==> src/rtl/wb_arbiter_pkg.sv <==
// Shared constants for the write-back arbiter: default sizes, requester
// indices and the width of the debug outputs.
package wb_arbiter_pkg;

  localparam int NREQ_DEF = 4;
  localparam int AW_DEF   = 5;
  localparam int DW_DEF   = 32;

  // Requester slots, lowest index first in the packed request buses.
  localparam int WB_CP0  = 0;  // mfc0
  localparam int WB_MUL  = 1;  // mul / mfhi / mflo
  localparam int WB_LOAD = 2;  // load return
  localparam int WB_ALU  = 3;  // ALU / jalr link

  localparam int RR_W   = 2;   // round-robin pointer width (covers 4 requesters)
  localparam int DROP_W = 8;   // saturating drop counter width

endpackage

==> src/rtl/wb_arbiter_if.sv <==
// Write-back bus between the requesters and the arbiter.
// Handshake: a requester raises req[i] with req_addr/req_data slice i and holds
// all three stable until the cycle gnt[i] is high; the transfer happens in that
// cycle, and req[i] may stay high to start another write immediately.
interface wb_arbiter_if
  import wb_arbiter_pkg::*;
#(
  parameter int NREQ = NREQ_DEF,
  parameter int AW   = AW_DEF,
  parameter int DW   = DW_DEF
);
  logic                 hold;
  logic [NREQ-1:0]      req;
  logic [NREQ*AW-1:0]   req_addr;
  logic [NREQ*DW-1:0]   req_data;
  logic [NREQ-1:0]      gnt;
  logic                 rf_we;
  logic [AW-1:0]        rf_waddr;
  logic [DW-1:0]        rf_wdata;
  logic [RR_W-1:0]      rr_ptr;
  logic [DROP_W-1:0]    drop_cnt;

  modport master (
    output hold, req, req_addr, req_data,
    input  gnt, rf_we, rf_waddr, rf_wdata, rr_ptr, drop_cnt
  );

  modport slave (
    input  hold, req, req_addr, req_data,
    output gnt, rf_we, rf_waddr, rf_wdata, rr_ptr, drop_cnt
  );
endinterface

==> src/rtl/wb_arbiter_rr_pick.sv <==
// Round-robin picker: one-hot grant to the first requester at or after the
// start index, wrapping from the top index back to 0.
module rr_pick
  import wb_arbiter_pkg::*;
#(
  parameter int NREQ = NREQ_DEF
) (
  input  logic [NREQ-1:0] req_i,
  input  logic [RR_W-1:0] rr_ptr_i,
  output logic [NREQ-1:0] gnt_o
);
  localparam int IW = (NREQ > 1) ? $clog2(NREQ) : 1;

  logic [IW-1:0] idx;
  logic          found;

  // Scan requesters in priority order starting at rr_ptr_i; first hit wins.
  always_comb begin
    gnt_o = '0;
    found = 1'b0;
    idx   = '0;
    for (int k = 0; k < NREQ; k++) begin
      idx = IW'((int'(rr_ptr_i) + k) % NREQ);
      if (!found && req_i[idx]) begin
        gnt_o[idx] = 1'b1;
        found      = 1'b1;
      end
    end
  end
endmodule

==> src/rtl/wb_arbiter.sv <==
// Write-back arbiter: round-robin grant among the result sources, one
// registered register-file write port, and a counter of writes aimed at r0.
module wb_arbiter
  import wb_arbiter_pkg::*;
#(
  parameter int NREQ = NREQ_DEF,
  parameter int AW   = AW_DEF,
  parameter int DW   = DW_DEF
) (
  input logic         WB_CLK,
  input logic         reset_n,
  wb_arbiter_if.slave bus
);
  logic [NREQ-1:0]   pick_gnt;
  logic              grant;
  logic [RR_W-1:0]   win_idx;
  logic [AW-1:0]     win_addr;
  logic [DW-1:0]     win_data;

  logic              rf_we_q,    rf_we_d;
  logic [AW-1:0]     rf_waddr_q, rf_waddr_d;
  logic [DW-1:0]     rf_wdata_q, rf_wdata_d;
  logic [RR_W-1:0]   rr_ptr_q,   rr_ptr_d;
  logic [DROP_W-1:0] drop_cnt_q, drop_cnt_d;

  rr_pick #(.NREQ(NREQ)) u_pick (
    .req_i    (bus.req),
    .rr_ptr_i (rr_ptr_q),
    .gnt_o    (pick_gnt)
  );

  // Grant is suppressed during a stall and while reset is asserted.
  always_comb begin
    bus.gnt = (!reset_n || bus.hold) ? '0 : pick_gnt;
  end

  // Select the winner's index, address and data from the one-hot grant.
  always_comb begin
    win_idx  = '0;
    win_addr = '0;
    win_data = '0;
    for (int i = 0; i < NREQ; i++) begin
      if (bus.gnt[i]) begin
        win_idx  = RR_W'(i);
        win_addr = bus.req_addr[i*AW +: AW];
        win_data = bus.req_data[i*DW +: DW];
      end
    end
    grant = |bus.gnt;
  end

  // Next state: pointer advance, write stage and r0 drop counting.
  // A write aimed at r0 is consumed without touching the held address/data.
  always_comb begin
    rr_ptr_d   = rr_ptr_q;
    rf_we_d    = 1'b0;
    rf_waddr_d = rf_waddr_q;
    rf_wdata_d = rf_wdata_q;
    drop_cnt_d = drop_cnt_q;
    if (grant) begin
      rr_ptr_d = (int'(win_idx) == NREQ - 1) ? '0 : win_idx + RR_W'(1);
      if (win_addr != '0) begin
        rf_we_d    = 1'b1;
        rf_waddr_d = win_addr;
        rf_wdata_d = win_data;
      end else if (drop_cnt_q != '1) begin
        drop_cnt_d = drop_cnt_q + DROP_W'(1);
      end
    end
  end

  // State registers with asynchronous clear.
  always_ff @(posedge WB_CLK or negedge reset_n) begin
    if (!reset_n) begin
      rr_ptr_q   <= '0;
      rf_we_q    <= 1'b0;
      rf_waddr_q <= '0;
      rf_wdata_q <= '0;
      drop_cnt_q <= '0;
    end else begin
      rr_ptr_q   <= rr_ptr_d;
      rf_we_q    <= rf_we_d;
      rf_waddr_q <= rf_waddr_d;
      rf_wdata_q <= rf_wdata_d;
      drop_cnt_q <= drop_cnt_d;
    end
  end

  // Drive the registered outputs onto the bus.
  always_comb begin
    bus.rf_we    = rf_we_q;
    bus.rf_waddr = rf_waddr_q;
    bus.rf_wdata = rf_wdata_q;
    bus.rr_ptr   = rr_ptr_q;
    bus.drop_cnt = drop_cnt_q;
  end
endmodule

==> src/flat_wrapper.sv <==
// flat-port wrapper written by rule: the top's interface ports become plain ports
module wb_arbiter_flat import wb_arbiter_pkg::*;
#(
  parameter int NREQ = NREQ_DEF,
  parameter int AW   = AW_DEF,
  parameter int DW   = DW_DEF
)
  (WB_CLK, reset_n, bus_hold, bus_req, bus_req_addr, bus_req_data, bus_gnt, bus_rf_we, bus_rf_waddr, bus_rf_wdata, bus_rr_ptr, bus_drop_cnt);
  wb_arbiter_if #(.NREQ(NREQ), .AW(AW), .DW(DW)) bus_i ();
  input logic WB_CLK;
  input logic reset_n;
  input wire logic [$bits(bus_i.hold)-1:0] bus_hold;
  input wire logic [$bits(bus_i.req)-1:0] bus_req;
  input wire logic [$bits(bus_i.req_addr)-1:0] bus_req_addr;
  input wire logic [$bits(bus_i.req_data)-1:0] bus_req_data;
  output wire logic [$bits(bus_i.gnt)-1:0] bus_gnt;
  output wire logic [$bits(bus_i.rf_we)-1:0] bus_rf_we;
  output wire logic [$bits(bus_i.rf_waddr)-1:0] bus_rf_waddr;
  output wire logic [$bits(bus_i.rf_wdata)-1:0] bus_rf_wdata;
  output wire logic [$bits(bus_i.rr_ptr)-1:0] bus_rr_ptr;
  output wire logic [$bits(bus_i.drop_cnt)-1:0] bus_drop_cnt;
  assign bus_i.hold = bus_hold;
  assign bus_i.req = bus_req;
  assign bus_i.req_addr = bus_req_addr;
  assign bus_i.req_data = bus_req_data;
  assign bus_gnt = bus_i.gnt;
  assign bus_rf_we = bus_i.rf_we;
  assign bus_rf_waddr = bus_i.rf_waddr;
  assign bus_rf_wdata = bus_i.rf_wdata;
  assign bus_rr_ptr = bus_i.rr_ptr;
  assign bus_drop_cnt = bus_i.drop_cnt;
  wb_arbiter #(.NREQ(NREQ), .AW(AW), .DW(DW)) u_core (.WB_CLK(WB_CLK), .reset_n(reset_n), .bus(bus_i));
endmodule
==> config.mk <==
export PLATFORM = sky130hd
export DESIGN_NAME = wb_arbiter_flat
export DESIGN_NICKNAME = d
export VERILOG_FILES = /design/src/rtl/wb_arbiter_pkg.sv /design/src/rtl/wb_arbiter_if.sv /design/src/rtl/wb_arbiter_rr_pick.sv /design/src/rtl/wb_arbiter.sv /design/src/flat_wrapper.sv
export SDC_FILE = /design/constraint.sdc
export NUM_CORES = 1
export LEC_CHECK = 0
export ABC_AREA = 1
export BUFFER_PORTS_ARGS = -buffer_cell sky130_fd_sc_hd__buf_2
export CORE_MARGIN = 1
export CORE_UTILIZATION = 45
export CTS_BUF_LIST = sky130_fd_sc_hd__clkbuf_8
export DETAILED_ROUTE_END_ITERATION = 16
export PLACE_DENSITY = 0.93
export SYNTH_ARGS = -nofsm -noshare
export SYNTH_HDL_FRONTEND = slang
export SYNTH_HIERARCHICAL = 1
export SYNTH_SLANG_ARGS = --single-unit
export TNS_END_PERCENT = 10
==> constraint.sdc <==
create_clock -name WB_CLK -period 3.84 [get_ports WB_CLK]
set_clock_uncertainty 0.1 [all_clocks]
set_input_delay 0.96 -clock WB_CLK [delete_from_list [all_inputs] [get_ports WB_CLK]]
set_output_delay 0.96 -clock WB_CLK [all_outputs]
set_load 0.1 [all_outputs]
==> results_tabular.tex <==
\begin{tabular}{lr}
\hline
Metric & Value \\
\hline
\multicolumn{2}{l}{\textbf{Finish}} \\
\quad Fin util & 65.2\% \\
\quad Share of post-route cells with drive strength above 1 & 36.4\% \\
\quad Commonest non-fill, non-tap cell in the layout & sky130\_fd\_sc\_hd\_\_buf\_2 \\
\quad Net count, final & 869 \\
\quad Syn-to-layout area delta & 38.5\% \\
\quad Commonest non-fill, non-tap cells in the layout & 202 x sky130\_fd\_sc\_hd\_\_buf\_2, 170 x sky130\_fd\_sc\_hd\_\_nand2\_1, 71 x sky130\_fd\_sc\_hd\_\_nand3\_1 \\
\quad \# fillers & 648 \\
\quad Number of antenna diodes & 0 \\
\multicolumn{2}{l}{\textbf{Routing}} \\
\quad First-pass detailed-route iteration total & 5 \\
\quad First-iteration detailed-routing DRC count & 229 \\
\quad Number of nets still failing antenna checks after routing & 0 \\
\quad Met2 wire length & 5980 microns \\
\quad M1 wire length & 4590 microns \\
\quad Via total after detailed routing & 4305 \\
\quad Vias per cell & 5.34 \\
\quad WL per Instance & 14.3 microns \\
\quad Final Routed Wirelength & 11500 microns \\
\quad Highest metal used & met4 \\
\quad Routed length on met3 & 830 microns \\
\quad Number of design rule violations left after detail routing & 0 \\
\multicolumn{2}{l}{\textbf{Logic synthesis}} \\
\quad Cell taking the most area after synthesis & sky130\_fd\_sc\_hd\_\_dfrtp\_1 \\
\quad Netlist area before placement & 3450 sq um \\
\quad Share of synthesized area occupied by flip-flops and latches & 34.8\% \\
\quad Synth top area cells & sky130\_fd\_sc\_hd\_\_dfrtp\_1 35\%, sky130\_fd\_sc\_hd\_\_nand2\_1 18\%, sky130\_fd\_sc\_hd\_\_nand3\_1 10\% \\
\quad Number of warnings printed during yosys synthesis & 6 \\
\quad Post-Synthesis Net Count & 669 \\
\quad Top FF cell, synth & sky130\_fd\_sc\_hd\_\_dfrtp\_1 \\
\quad Distinct cells, synth & 29 \\
\quad Number of register bits inferred by synthesis & 48 \\
\quad Average cell area after synthesis & 6.80 sq um \\
\quad Top-area cell type share of the netlist area & 34.8\% \\
\quad Number of flops mapped to enable cells by yosys & 0 \\
\quad Instance count of the mapped netlist & 507 \\
\quad Fraction of registers with async set/reset & 100\% \\
\multicolumn{2}{l}{\textbf{Timing}} \\
\quad Final Setup Violations & 0 \\
\quad Number of failing hold endpoints at the final stage & 0 \\
\quad Fmax & 0.278 GHz \\
\quad Post-route fraction of the period consumed by the critical path & 93.5\% \\
\quad Worst slew slack as a fraction of its limit & 65.8\% \\
\quad Post-layout minimum cycle time & 3.59 ns \\
\quad Post-route setup slack & 0.248 ns \\
\quad RSZ-0062 raised after global routing & no \\
\quad Final hold slack & 0.382 ns \\
\quad Slew Viols, Final & 0 \\
\quad Slew at the pin closest to its max-slew limit & 0.516 ns \\
\multicolumn{2}{l}{\textbf{Floorplanning}} \\
\quad Core area & 7330 sq um \\
\quad Die height & 89.6 microns \\
\quad Top-Level Pins & 207 \\
\quad Die ar. & 8020 sq um \\
\quad Number of rows in the core area & 31 \\
\quad Die width & 89.6 microns \\
\quad Initial cell density of the core & 47.1\% \\
\multicolumn{2}{l}{\textbf{Worst setup path}} \\
\quad Register-to-register path setup slack & 0.40 ns \\
\quad Startpoint kind of the worst setup timing path & register \\
\quad Depth of the worst register-to-register path & 20 \\
\quad Kind of critical path & register to primary output \\
\quad Slowest cell delay on critical path & 0.51 ns \\
\quad Critical path capture point type & primary output \\
\quad Worst reg2reg endpoint & u\_core/bus.drop\_cnt[4]\$\_DFFE\_PN0P\_ \\
\quad Max FO, Critical Path & 12 \\
\quad Startpoint of the worst-slack reg-to-reg timing path & u\_core/bus.rr\_ptr[0]\$\_DFFE\_PN0P\_ \\
\quad Worst endpoint required time & 2.78 ns \\
\quad Arrival time at the worst endpoint & 2.53 ns \\
\quad Critical-path cell list & inv\_2, ha\_1, inv\_1, nand3\_1, nand2\_1, nand2\_4, nor2\_4, nand2\_1, nand3\_1, nand2\_2, inv\_1, buf\_12 \\
\quad Slowest CP cell & sky130\_fd\_sc\_hd\_\_dfrtp\_2 \\
\multicolumn{2}{l}{\textbf{Power}} \\
\quad Switch share & 60.6\% \\
\quad Portion of total power attributed to combinational logic & 73.1\% \\
\quad Power share of the sequential group & 17.4\% \\
\quad Net switching power & 0.00265 W \\
\quad Pwr/cell area & 916 nW/um\^{}2 \\
\quad Worst voltage drop across the vdd grid & 0.432 mV \\
\quad Leak pwr & 2.65 nW \\
\quad Clock Power Share & 9.5\% \\
\quad Internal power of the cells & 0.00172 W \\
\quad Overall power after layout & 0.00438 W \\
\multicolumn{2}{l}{\textbf{Worst hold path}} \\
\quad Hold path endpoint & u\_core/bus.rf\_waddr[0]\$\_DFFE\_PN0P\_ \\
\quad Worst hold path startpoint & u\_core/bus.rf\_waddr[0]\$\_DFFE\_PN0P\_ \\
\quad Number of cells on the worst hold path & 2 \\
\quad Hold Path Class & register to register \\
\multicolumn{2}{l}{\textbf{CTS}} \\
\quad Number of clock buffers inserted by TritonCTS & 5 \\
\quad Clock insertion delay at the later pin of the skew report & 0.29 ns \\
\quad CTS H-tree lvls & 2 \\
\quad Clk slew on worst S/H paths & 0.09 ns \\
\quad Setup bufs post-CTS & 0 \\
\quad Root buffer selected by CTS & sky130\_fd\_sc\_hd\_\_clkbuf\_8 \\
\quad Post-CTS Hold Buffers & 0 \\
\quad Maximum buffer depth of the clock tree & 2 \\
\quad TritonCTS clock tree & built \\
\quad Clock Sink Count & 48 \\
\quad CTS-repair resized insts & 0 \\
\multicolumn{2}{l}{\textbf{GRT}} \\
\quad Remaining Overflow, GRT & 0 \\
\quad Pin count of the biggest net entering global routing & 61 \\
\quad Via count of the first global-routing pass & 3807 \\
\quad Number of antenna violations at the first check in global routing & 0 \\
\quad Total routing resource utilization after global routing & 28.4\% \\
\quad Wire length of the first global-routing pass & 17200 microns \\
\multicolumn{2}{l}{\textbf{Status}} \\
\quad Run status & completed \\
\multicolumn{2}{l}{\textbf{Run}} \\
\quad Total of max-cap violations & 0 \\
\multicolumn{2}{l}{\textbf{Placed design}} \\
\quad Final RePlAce weighted congestion & 0.852 \\
\quad DP Wirelength & 8940 microns \\
\quad Port Buf Inserts & 206 \\
\quad Pre-CTS setup slack & 0.358 ns \\
\hline
\end{tabular}
registers in the layout, summed over array words and instances (netlist names):
register / flops
u_core/bus.rr_ptr: 2
u_core/bus.rf_wdata: 32
u_core/bus.drop_cnt: 8
u_core/bus.rf_waddr: 5
u_core/bus.rf_we: 1
cell families after synthesis:
kind of cell               share of synthesized area, %
AOI/OAI and AO/OA                                  10.0
and+or+nand+nor                                    43.1
xor gates and xnor gates                           1.27
adders and majority gates                          2.54
buffers and inverters                              8.23
DFF                                                34.8
power groups by stage:
| stage | logic, W | registers [W] | clock network (W) |
|---|---|---|---|
| finish | 0.00320 | 0.000762 | 0.000416 |
| global route | 0.00345 | 0.000778 | 0.000455 |
| CTS | 0.00317 | 0.000762 | 0.000428 |
| detailed placement | 0.00317 | 0.000770 | 0 |
| global placement | 0.00309 | 0.000762 | 0 |
| floorplan | 0.00167 | 0.00161 | 0 |
metal layers:
layer | track usage [%] | vias up
met4 | 8.80 | 0
met1 | 33.4 | 1973
met3 | 5.08 | 14
li1 | - | 2105
met5 | 0 | -
met2 | 52.1 | 213
synthesized netlist by cell type (5+ instances only):
cell type,n
sky130_fd_sc_hd__nand2_1,170
sky130_fd_sc_hd__o21ai_1,6
sky130_fd_sc_hd__nand3_1,71
sky130_fd_sc_hd__o21ai_0,60
sky130_fd_sc_hd__nand4_1,43
sky130_fd_sc_hd__ha_1,7
sky130_fd_sc_hd__nor2_1,6
sky130_fd_sc_hd__dfrtp_1,48
sky130_fd_sc_hd__inv_1,29
sky130_fd_sc_hd__clkbuf_1,13
sky130_fd_sc_hd__nand3_2,5
sky130_fd_sc_hd__buf_2,8
cell type report:
cell class              count  area (sq um)  area share (%)
clock buffers               5          68.8            1.44
clock inverters             2          60.1            1.26
inverters                  33           124            2.59
multi-input cells         396          1970            41.2
flip-flops and latches     48          1200            25.2
well taps                  99           124            2.59
repair buffers            223          1230            25.8
critical path, delay by kind of cell (launching register included):
kind                     cells  cell delay [ns]
AND/OR/NAND/NOR              7             0.67
buffers and inverters        4             0.68
adder cells (fa/ha/maj)      1             0.37
flip-flops                   1             0.51
per-stage QoR:
stage               area (sq um)  cells  setup TNS [ns]
detailed placement          4650    799               0
global route                4780    806               0
finish                      4780    806               0
global placement            4650    799               0
floorplan                   3460    507         -0.0688
CTS                         4780    806               0
worst max path at each step:
| stage | from | endpoint | slack, ns | cells after the start |
|---|---|---|---|---|
| 3_3_place_gp | bus_req[3] | u_core/bus.rf_wdata[23]$_DFFE_PN0P_ | 0.46 | 19 |
| 4_1_cts | u_core/bus.rr_ptr[0]$_DFFE_PN0P_ | bus_gnt[3] | 0.25 | 12 |
| 2_1_floorplan | u_core/bus.rr_ptr[0]$_DFFE_PN0P_ | bus_gnt[3] | -0.07 | 13 |
| 3_5_place_dp | bus_req[3] | u_core/bus.rf_wdata[8]$_DFFE_PN0P_ | 0.36 | 18 |
| 5_1_grt | u_core/bus.rr_ptr[0]$_DFFE_PN0P_ | bus_gnt[3] | 0.05 | 12 |
| 6_report | u_core/bus.rr_ptr[0]$_DFFE_PN0P_ | bus_gnt[3] | 0.25 | 12 |
No activity file was read; power rests on OpenSTA's default activity.
